## src/rtl/supercar_pkg.sv

```systemverilog
// Shared definitions for the Supercar scanner: pattern encodings and small
// width / one-hot helpers used by the scanner and its prescaler.
package supercar_pkg;

    typedef enum logic [1:0] {
        MODE_BOUNCE = 2'd0,
        MODE_TRAIL  = 2'd1,
        MODE_WRAP   = 2'd2,
        MODE_MIRROR = 2'd3
    } mode_t;

    localparam int MAX_LEDS = 64;

    function automatic int width_of(input int n);
        return (n <= 2) ? 1 : $clog2(n);
    endfunction

    // Indices outside the vector shift the single bit out and yield all zeros.
    function automatic logic [MAX_LEDS-1:0] onehot(input int unsigned idx);
        logic [MAX_LEDS-1:0] v;
        v = {{(MAX_LEDS-1){1'b0}}, 1'b1};
        return v << idx;
    endfunction

endpackage

```

## src/rtl/supercar_prescaler.sv

```systemverilog
// Scan-rate prescaler: counts a speed-dependent period and emits one tick per
// period; pause freezes the count and a clear input restarts it.
module supercar_prescaler #(
    parameter int DIV_BASE     = 5_000_000,
    parameter int SPEED_LEVELS = 4,
    parameter int LVL_W        = 2
) (
    input  logic             i_clk,
    input  logic             i_rst,
    input  logic [LVL_W-1:0] i_speed_lvl,
    input  logic             i_pause,
    input  logic             i_clear,
    output logic             o_tick
);
    import supercar_pkg::*;

    localparam int CNT_W = width_of(DIV_BASE * SPEED_LEVELS + 1);

    logic [CNT_W-1:0] r_cnt;
    logic [CNT_W-1:0] w_period;
    logic             w_at_end;

    assign w_period = CNT_W'(DIV_BASE) * (CNT_W'(SPEED_LEVELS) - CNT_W'(i_speed_lvl));
    assign w_at_end = (r_cnt >= (w_period - CNT_W'(1)));
    assign o_tick   = w_at_end && !i_pause;

    // A speed change restarts the period even while paused.
    always_ff @(posedge i_clk or posedge i_rst) begin
        if (i_rst) begin
            r_cnt <= '0;
        end else if (i_clear) begin
            r_cnt <= '0;
        end else if (!i_pause) begin
            if (w_at_end) begin
                r_cnt <= '0;
            end else begin
                r_cnt <= r_cnt + CNT_W'(1);
            end
        end
    end

endmodule

```

## src/rtl/supercar_scanner.sv

```systemverilog
// Supercar LED bar scanner: four scan patterns, adjustable speed, fading
// trail history and a lap counter for the HEX readout.
module supercar_scanner #(
    parameter int N_LEDS       = 10,
    parameter int DIV_BASE     = 5_000_000,
    parameter int SPEED_LEVELS = 4,
    parameter int TRAIL        = 3,
    parameter int LAP_W        = 8
) (
    input  logic                            CLOCK_50,
    input  logic                            rst,
    input  logic [1:0]                      mode,
    input  logic                            speed_up,
    input  logic                            speed_dn,
    input  logic                            pause,
    output logic [N_LEDS-1:0]               leds,
    output logic [$clog2(N_LEDS)-1:0]       pos,
    output logic                            dir,
    output logic [$clog2(SPEED_LEVELS)-1:0] speed_lvl,
    output logic [LAP_W-1:0]                lap_cnt,
    output logic                            step
);
    import supercar_pkg::*;

    localparam int POS_W = $clog2(N_LEDS);
    localparam int LVL_W = $clog2(SPEED_LEVELS);
    localparam logic [POS_W-1:0] POS_LAST = POS_W'(N_LEDS - 1);
    localparam logic [LVL_W-1:0] LVL_MAX  = LVL_W'(SPEED_LEVELS - 1);

    mode_t             r_mode;
    logic [POS_W-1:0]  r_pos;
    logic              r_dir;
    logic [LAP_W-1:0]  r_lap;
    logic              r_step;
    logic [LVL_W-1:0]  r_speed;
    logic [N_LEDS-1:0] r_hist [TRAIL];

    mode_t             w_req_mode;
    logic              w_tick;
    logic              w_speed_inc;
    logic              w_speed_dec;
    logic              w_speed_chg;
    logic [POS_W-1:0]  w_next_pos;
    logic              w_next_dir;
    logic              w_lap;
    logic [N_LEDS-1:0] w_head;
    logic [N_LEDS-1:0] w_mirror;
    logic [N_LEDS-1:0] w_trail;

    assign w_req_mode  = mode_t'(mode);
    assign w_speed_inc = speed_up && !speed_dn && (r_speed != LVL_MAX);
    assign w_speed_dec = speed_dn && !speed_up && (r_speed != '0);
    assign w_speed_chg = w_speed_inc || w_speed_dec;

    supercar_prescaler #(
        .DIV_BASE     (DIV_BASE),
        .SPEED_LEVELS (SPEED_LEVELS),
        .LVL_W        (LVL_W)
    ) u_prescaler (
        .i_clk       (CLOCK_50),
        .i_rst       (rst),
        .i_speed_lvl (r_speed),
        .i_pause     (pause),
        .i_clear     (w_speed_chg),
        .o_tick      (w_tick)
    );

    always_comb begin
        w_next_pos = r_pos;
        w_next_dir = r_dir;
        w_lap      = 1'b0;
        if (r_mode == MODE_WRAP) begin
            w_next_dir = 1'b0;
            if (r_pos == POS_LAST) begin
                w_next_pos = '0;
                w_lap      = 1'b1;
            end else begin
                w_next_pos = r_pos + POS_W'(1);
            end
        end else if (!r_dir) begin
            w_next_pos = r_pos + POS_W'(1);
            if (r_pos == POS_LAST - POS_W'(1)) begin
                w_next_dir = 1'b1;
            end
        end else begin
            w_next_pos = r_pos - POS_W'(1);
            if (r_pos == POS_W'(1)) begin
                w_next_dir = 1'b0;
                w_lap      = 1'b1;
            end
        end
    end

    // A mode change is only taken on a tick and restarts the scan from LED 0.
    always_ff @(posedge CLOCK_50 or posedge rst) begin
        if (rst) begin
            r_mode  <= MODE_BOUNCE;
            r_pos   <= '0;
            r_dir   <= 1'b0;
            r_lap   <= '0;
            r_step  <= 1'b0;
            r_speed <= '0;
            for (int i = 0; i < TRAIL; i++) begin
                r_hist[i] <= '0;
            end
        end else begin
            r_step <= w_tick;
            if (w_speed_inc) begin
                r_speed <= r_speed + LVL_W'(1);
            end else if (w_speed_dec) begin
                r_speed <= r_speed - LVL_W'(1);
            end
            if (w_tick) begin
                if (w_req_mode != r_mode) begin
                    r_mode <= w_req_mode;
                    r_pos  <= '0;
                    r_dir  <= 1'b0;
                    for (int i = 0; i < TRAIL; i++) begin
                        r_hist[i] <= '0;
                    end
                end else begin
                    for (int i = TRAIL - 1; i > 0; i--) begin
                        r_hist[i] <= r_hist[i-1];
                    end
                    r_hist[0] <= w_head;
                    r_pos     <= w_next_pos;
                    r_dir     <= w_next_dir;
                    if (w_lap) begin
                        r_lap <= r_lap + LAP_W'(1);
                    end
                end
            end
        end
    end

    assign w_head   = N_LEDS'(onehot(32'(r_pos)));
    assign w_mirror = N_LEDS'(onehot(32'(POS_LAST - r_pos)));

    always_comb begin
        w_trail = '0;
        for (int i = 0; i < TRAIL; i++) begin
            w_trail = w_trail | r_hist[i];
        end
    end

    always_comb begin
        case (r_mode)
            MODE_TRAIL:  leds = w_head | w_trail;
            MODE_MIRROR: leds = w_head | w_mirror;
            default:     leds = w_head;
        endcase
    end

    assign pos       = r_pos;
    assign dir       = r_dir;
    assign speed_lvl = r_speed;
    assign lap_cnt   = r_lap;
    assign step      = r_step;

endmodule

```

## config.mk

```make
export PLATFORM = sky130hd
export DESIGN_NAME = supercar_scanner
export DESIGN_NICKNAME = d
export VERILOG_FILES = /design/src/rtl/supercar_pkg.sv /design/src/rtl/supercar_prescaler.sv /design/src/rtl/supercar_scanner.sv
export SDC_FILE = /design/constraint.sdc
export NUM_CORES = 1
export LEC_CHECK = 0
export ABC_CLOCK_PERIOD_IN_PS = 4800
export CAP_MARGIN = 20
export CORE_ASPECT_RATIO = 1.25
export CORE_MARGIN = 4
export CORE_UTILIZATION = 54
export CTS_CLUSTER_DIAMETER = 100
export CTS_CLUSTER_SIZE = 20
export DETAILED_ROUTE_END_ITERATION = 10
export GPL_TIMING_DRIVEN = 0
export HOLD_SLACK_MARGIN = 0.03
export PLACE_DENSITY_LB_ADDON = 0.3
export SETUP_SLACK_MARGIN = 0.2
export SYNTH_ARGS = -nofsm -noshare
export SYNTH_HDL_FRONTEND = slang
export SYNTH_HIERARCHICAL = 1
export SYNTH_SLANG_ARGS = --single-unit
```

## constraint.sdc

```tcl
create_clock -name CLOCK_50 -period 4.8 [get_ports CLOCK_50]
set_clock_uncertainty 0.05 [all_clocks]
set_input_delay 1.44 -clock CLOCK_50 [delete_from_list [all_inputs] [get_ports CLOCK_50]]
set_output_delay 1.44 -clock CLOCK_50 [all_outputs]
set_load 0.005 [all_outputs]
```

==> run_results.csv, run 1 <==
group,metric,value,unit
yosys,synth_seq_cells,73,
place,gp_congestion,0.882,
worst_setup_path,worst-setup-path-type,"flip-flop to primary output",
clocking,cts_buffers,9,
yosys,synth_edf_count,0,
detailed_routing,via_per_inst,6.40,
global_route,antenna_found_initial,0,
worst_hold_path,worstHoldPathType,"flip-flop to flip-flop",
timing,final_max_slew_viol_count,0,
power,p_leak,2.40,nW
yosys,synthArstFlopShare,100,%
clocking,cts_sinks,73,
timing,setup-violations-final,0,
clocking,holdBufCountCts,0,
worst_setup_path,cp.arrival,2.96,ns
worst_setup_path,cp_data_required_time,3.31,ns
timing,rsz0062_at_grt,"no",
place,placed_cell_area,0.00507,mm²
timing,hold_viol,0,
place,dp_hpwl,7940,µm
cells_and_area,n_fill_cell,652,
global_route,overflow,0,
timing,max_slew_margin,57.5,%
global_route,track_usage,23.0,%
yosys,ys_top_cells_by_count,"dfrtp_1 (73), nand2_1 (42), ha_1 (40), nand3_1 (26), a22o_1 (23)",
global_route,grt_max_degree,45,
clocking,tritoncts,"done",
clocking,clkTransAtPathRegs,0.08,ns
cells_and_area,drive_gt1_share,14.5,%
worst_setup_path,cp_common_cell,"ha_1",
detailed_routing,drtIter0Drc,305,
floorplan,ios,33,
timing,fin_crit_sh,92.8,%
outcome,status,"complete, no violations",
cells_and_area,multi_input_area,0.00261,mm²
yosys,synth_cells,460,
timing,final.setup.worst_slack,0.346,ns
timing,holdWs,0.416,ns
floorplan,die_y,111,µm
detailed_routing,ant_nets,0,
place,preCtsSetupSlack,-0.499,ns
worst_setup_path,path_cells,"inv_1 > ha_1 > ha_1 > nand4b_1 > or4_1 > o221ai_1 > clkdlybuf4s50_1",
floorplan,die_x,90.6,µm
yosys,synth-seq-area-share,39.7,%
timing,clock.fmax,225,MHz
place,io_buffer_count,32,
floorplan,die-area,0.0101,mm²
worst_setup_path,path_delay_family,"buffers and inverters",
job,drv_cap,0,
floorplan,start_util,55.6,%
timing,worst_pin_slew,0.635,ns
cells_and_area,syn_to_final_growth,19.2,%
clocking,worstSkewPairLatency,0.35,ns
clocking,clockBufferDepth,2,
detailed_routing,drt_pass1_iterations,5,
clocking,htree_levels,3,
detailed_routing,post_drt_wl_per_cell,17.7,µm
worst_setup_path,path_max_fanout,9,
yosys,synth_ff_type,"dfrtp_1",
worst_setup_path,cp_slowest_stage_delay,0.54,ns
yosys,syn_area_per_cell,10.0,µm²
cells_and_area,regArea,0.00183,mm²
global_route,grt_pass1_wl,19100,µm
detailed_routing,drcViolationCount,0,
global_route,grt_pass1_vias,4000,
yosys,synth_area_leaders,"dfrtp_1 (40%), ha_1 (11%), a22o_1 (4.4%), nand2_1 (3.4%), nand3_1 (2.8%)",
yosys,yosysTopAreaCell,"dfrtp_1",
yosys,yosysMostFrequentCell,"dfrtp_1",
power,vdd_drop_max,0.359,mV
timing,layout_min_cycle_time,4.45,ns
worst_setup_path,path_buf_inv,2,
cells_and_area,post-route-cell-area,0.00549,mm²
yosys,synth_nets,507,
clocking,clockRootBuffer,"clkbuf_8",
worst_setup_path,endpoint_kind,"primary output",
yosys,syn_area,0.00460,mm²
floorplan,core.rowCount,37,
worst_setup_path,critPathLaunchType,"flip-flop",
detailed_routing,wirelength,11000,µm
worst_setup_path,cpMaxStageDelayCell,"clkdlybuf4s50_1",
floorplan,core_area,0.00829,mm²
cells_and_area,diodes,0,
yosys,ys_types,64,
yosys,synth_top_cell_area_share,39.7,%
timing,finalSetupTns,0,ns
power,p_per_area,551,mW/mm²
detailed_routing,vias,3975,
yosys,yosys_warnings,6,
cells_and_area,fin_nets,566,
## where the power goes
group / internal [W] / total [W] / leakage [nW] / switching [W]
logic: 0.000676 / 0.00148 / 1.29 / 0.000809
clock network: 0.000359 / 0.000591 / 0.120 / 0.000232
registers: 0.000758 / 0.000949 / 0.991 / 0.000191
## final cells by class
type,instances,area share (%)
Clock inverter,5,1.87
Clock buffer,11,2.58
Buffer,18,2.32
Timing Repair Buffer,48,8.61
Inverter,22,1.57
Multi-Input combinational cell,347,47.5
Tap cell,97,2.21
Sequential cell,73,33.4
## kinds of logic (layout without fill, tap and decap cells)
logic type	Yosys count	in the layout	synth area share, %
AO/OA/AOI/OAI	125	125	21.2
XOR/XNOR	13	13	2.47
AND/OR/NAND/NOR	161	161	19.7
buffers and inverters	40	104	4.18
multiplexers	8	8	1.85
flip-flops	73	73	39.7
adder cells (fa/ha/maj)	40	40	10.9
## layout by cell type (no fill, tap or decap), types with 6 or more instances in the layout
cell type and count:
buf_4 15, dfrtp_1 69, and2_1 8, a22o_1 23
o2bb2ai_1 6, nor2_1 14, a31oi_1 14, buf_6 7
clkbuf_1 8, ha_1 39, a21oi_1 14, and3_1 6
o311ai_0 8, xor2_1 8, clkbuf_8 10, nand4_1 11
nand2_1 42, nor3_1 14, o21ai_0 17, clkdlybuf4s50_1 32
nand3_1 26, inv_1 19, o31ai_1 7
## per-layer routing
metal  share of wire (%)  global-route usage (%)  wire length, µm  up-vias
met5                   0                       0                0        -
met4                 2.3                    12.1              248        0
met3                 4.2                    2.85              467       24
met2                  51                    38.1             5600      121
met1                  43                    29.3             4700     1959
li1                    -                       -                -     1871
## worst reg2reg max path, stage by stage (launching register included)
cell and delay, ns:
dfrtp_2 0.48, inv_1 0.15, ha_2 0.33, nand2_1 0.10, nor2_1 0.05, ha_1 0.26, o21ai_0 0.07, a211o_1 0.31
a31oi_1 0.21, xnor2_1 0.09, ha_1 0.29, and3_1 0.19, nand4_1 0.16, a2111oi_4 0.31, nor3_4 0.09, nor2_2 0.17
buf_6 0.18, nand3_4 0.13, nor2_2 0.18, mux2_2 0.34
## through the flow
step,cells,util (%),total power [W]
4_1_cts,608,64.4,0.00294
2_1_floorplan,460,-,0.00187
6_report,621,66.3,0.00302
3_5_place_dp,590,61.1,0.00232
3_3_place_gp,589,60.9,0.00227
5_1_grt,621,66.3,0.00326
## worst paths after layout
path	from	endpoint	slack [ns]	depth (start not counted)
worst max-delay path	pos[2]	leds[3]	0.35	7
worst min register to register	lap_cnt[7]	lap_cnt[7]	0.42	1
worst min-delay path	lap_cnt[7]	lap_cnt[7]	0.42	1
worst max register to register	speed_lvl[1]	lap_cnt[1]	0.58	19
min in group asynchronous	rst	r_hist[0]	1.27	2
max in group asynchronous	rst	speed_lvl[1]	2.96	3
## sequential cells by signal (all words and copies together) (netlist names)
name / cells
dir: 1
lap_cnt: 8
pos: 4
r_hist: 30
r_mode: 2
speed_lvl: 2
step: 1
u_prescaler/r_cnt: 25
## timing repair
action,CTS,global route
pin swaps,1,3
resized for setup,5,16
setup endpoints to repair,64,65
setup buffers,2,12
(Power assumes the default switching activity.)
==> run 2: changes to the inputs <==
--- a/config.mk
+++ b/config.mk
@@ -15,7 +15,9 @@
 export DETAILED_ROUTE_END_ITERATION = 10
 export GPL_TIMING_DRIVEN = 0
 export HOLD_SLACK_MARGIN = 0.03
+export MAX_ROUTING_LAYER = met4
 export PLACE_DENSITY_LB_ADDON = 0.3
+export RECOVER_POWER = 100
 export SETUP_SLACK_MARGIN = 0.2
 export SYNTH_ARGS = -nofsm -noshare
 export SYNTH_HDL_FRONTEND = slang
==> run_results.csv, run 2 (same netlist as run 1, synthesis figures left out) <==
group,metric,value,unit
timing,final.setup.worst_slack,0.268,ns
detailed_routing,post_drt_wl_per_cell,17.8,µm
job,drv_cap,0,
worst_setup_path,reg2regPathDepth,20,
place,place_inst,590,
floorplan,die_y,111,µm
worst_setup_path,cp_common_cell,"ha_1",
worst_setup_path,cp-startpoint,"pos[1]",
timing,setup-violations-final,0,
timing,rsz0062_at_grt,"no",
floorplan,core_area,0.00829,mm²
power,p_total,0.00287,W
global_route,antenna_found_initial,0,
timing,fin_crit_sh,94.4,%
worst_hold_path,worstHoldPathType,"flip-flop to flip-flop",
power,p_per_area,533,mW/mm²
clocking,clkTransAtPathRegs,0.08,ns
cells_and_area,syn_to_final_growth,16.9,%
cells_and_area,largest_register_ffs,30,
power,vdd_drop_max,0.257,mV
place,io_buffer_count,32,
clocking,tritoncts,"done",
place,preCtsSetupSlack,-0.522,ns
detailed_routing,wirelength,11000,µm
worst_setup_path,path_max_fanout,5,
floorplan,die_x,90.6,µm
global_route,grt_pass1_wl,18900,µm
floorplan,ios,33,
place,dp_hpwl,7770,µm
clocking,clockRootBuffer,"clkbuf_8",
worst_hold_path,hold_start,"lap_cnt[7]",
clocking,cts_sinks,73,
global_route,grt_pass1_vias,3973,
worst_setup_path,cpMaxStageDelayCell,"clkdlybuf4s50_1",
worst_setup_path,worst-setup-path-type,"flip-flop to primary output",
worst_setup_path,rrSetupSlack,0.41,ns
worst_setup_path,cp_slowest_stage_delay,0.54,ns
floorplan,start_util,55.6,%
timing,clock.fmax,221,MHz
detailed_routing,drtIter0Drc,229,
worst_hold_path,worstHoldPathCells,1,
power,p_leak,2.40,nW
detailed_routing,drt_pass1_iterations,5,
worst_setup_path,cp_data_required_time,3.31,ns
worst_hold_path,min_to,"lap_cnt[7]",
worst_setup_path,timing.rr.start,"speed_lvl[1]",
timing,final_max_slew_viol_count,0,
clocking,htree_levels,3,
worst_setup_path,cp.arrival,3.04,ns
outcome,status,"complete, no violations",
clocking,holdBufCountCts,0,
detailed_routing,ant_nets,0,
worst_setup_path,path_cells,"clkinvlp_4 > ha_1 > ha_1 > nand4b_1 > or4_1 > o221ai_1 > clkdlybuf4s50_1",
cells_and_area,final_util,65.0,%
cells_and_area,n_fill_cell,655,
timing,layout_min_cycle_time,4.53,ns
timing,max_slew_margin,19.5,%
clocking,worstSkewPairLatency,0.36,ns
global_route,track_usage,23.7,%
cells_and_area,diodes,0,
clocking,clockBufferDepth,2,
cells_and_area,drive_gt1_share,12.8,%
cells_and_area,final_cell_mix,"dfrtp_1 (71), nand2_1 (43), ha_1 (39)",
detailed_routing,drcViolationCount,0,
global_route,grt_max_degree,45,
floorplan,core.rowCount,37,
worst_setup_path,r2r-end,"r_hist[3]",
clocking,cts_buffers,9,
cells_and_area,final_common_cell,"dfrtp_1",
cells_and_area,fin_nets,566,
floorplan,die-area,0.0101,mm²
worst_setup_path,endpoint_kind,"primary output",
cells_and_area,final_cells,621,
detailed_routing,via_per_inst,6.36,
global_route,overflow,0,
detailed_routing,vias,3947,
place,gp_congestion,0.926,
timing,worst_pin_slew,1.21,ns
cells_and_area,largest_register,"r_hist",
worst_setup_path,critPathLaunchType,"flip-flop",
timing,hold_viol,0,
[run 2: changes by cell type in the layout (fill, tap and decap cells not counted), sizes merged]
| cell | before | now |
|---|---|---|
| clkdlybuf4s50 | 32 | 12 |
| bufinv | 3 | 0 |
| dlygate4sd3 | 0 | 20 |
| inv | 20 | 19 |
| clkinvlp | 2 | 4 |
| clkbuf | 20 | 25 |
| clkinv | 2 | 4 |
| buf | 25 | 20 |
[run 2: final cells by class]
type	instances	area (µm²)	area share, %
Sequential cell	73	1830	34.0
Timing Repair Buffer	48	434	8.07
Clock buffer	11	151	2.81
Tap cell	97	121	2.25
Buffer	18	120	2.23
Multi-Input combinational cell	347	2610	48.4
Inverter	22	90.1	1.67
Clock inverter	5	30.0	0.558
[run 2: where the power goes]
group / internal [W] / switching (W) / leakage [nW] / total [W]
clock: 0.000213 / 0.000237 / 0.0911 / 0.000450
combinational: 0.000650 / 0.000816 / 1.31 / 0.00147
sequential: 0.000756 / 0.000196 / 0.994 / 0.000951
[run 2: through the flow]
stage / setup TNS [ns] / cell area [µm²] / hold WS [ns]
after floorplan: 0 / 4600 / 0.415
after global placement: -15.84 / 5050 / 0.407
after detailed placement: -20.43 / 5070 / 0.411
after CTS: 0 / 5290 / 0.421
after global routing: 0 / 5380 / 0.444
final: 0 / 5380 / 0.413
[run 2: repair_timing]
| action | 4_1_cts | 5_1_grt |
|---|---|---|
| resized for setup | 10 | 11 |
| buffers inserted | 2 | 12 |
| pin swaps | 1 | 3 |
| setup endpoints to repair | 64 | 65 |
[run 2: worst max-delay path by stage]
stage	depth (start not counted)	endpoint
finish	7	leds[3]
global route	19	lap_cnt[2]
CTS	7	leds[3]
detailed placement	18	r_hist[3]
global placement	18	r_hist[19]
floorplan	19	lap_cnt[1]
[run 2: worst max-delay path: cells and delay by family, from the launching register on]
family / cells / cell delay [ns]
AOI/OAI and AO/OA: 1 / 0.22
adders and majority gates: 2 / 0.58
DFF: 1 / 0.48
buffers and inverters: 2 / 0.71
and+or+nand+nor: 2 / 0.70
[run 2: metal layers]
metal | track usage, % | share of wire [%] | routed length [µm]
met5 | - | 0 | 0
met4 | 10.7 | 2.4 | 269
met3 | 4.48 | 3.9 | 435
met2 | 36.8 | 50 | 5550
met1 | 30.0 | 43 | 4770
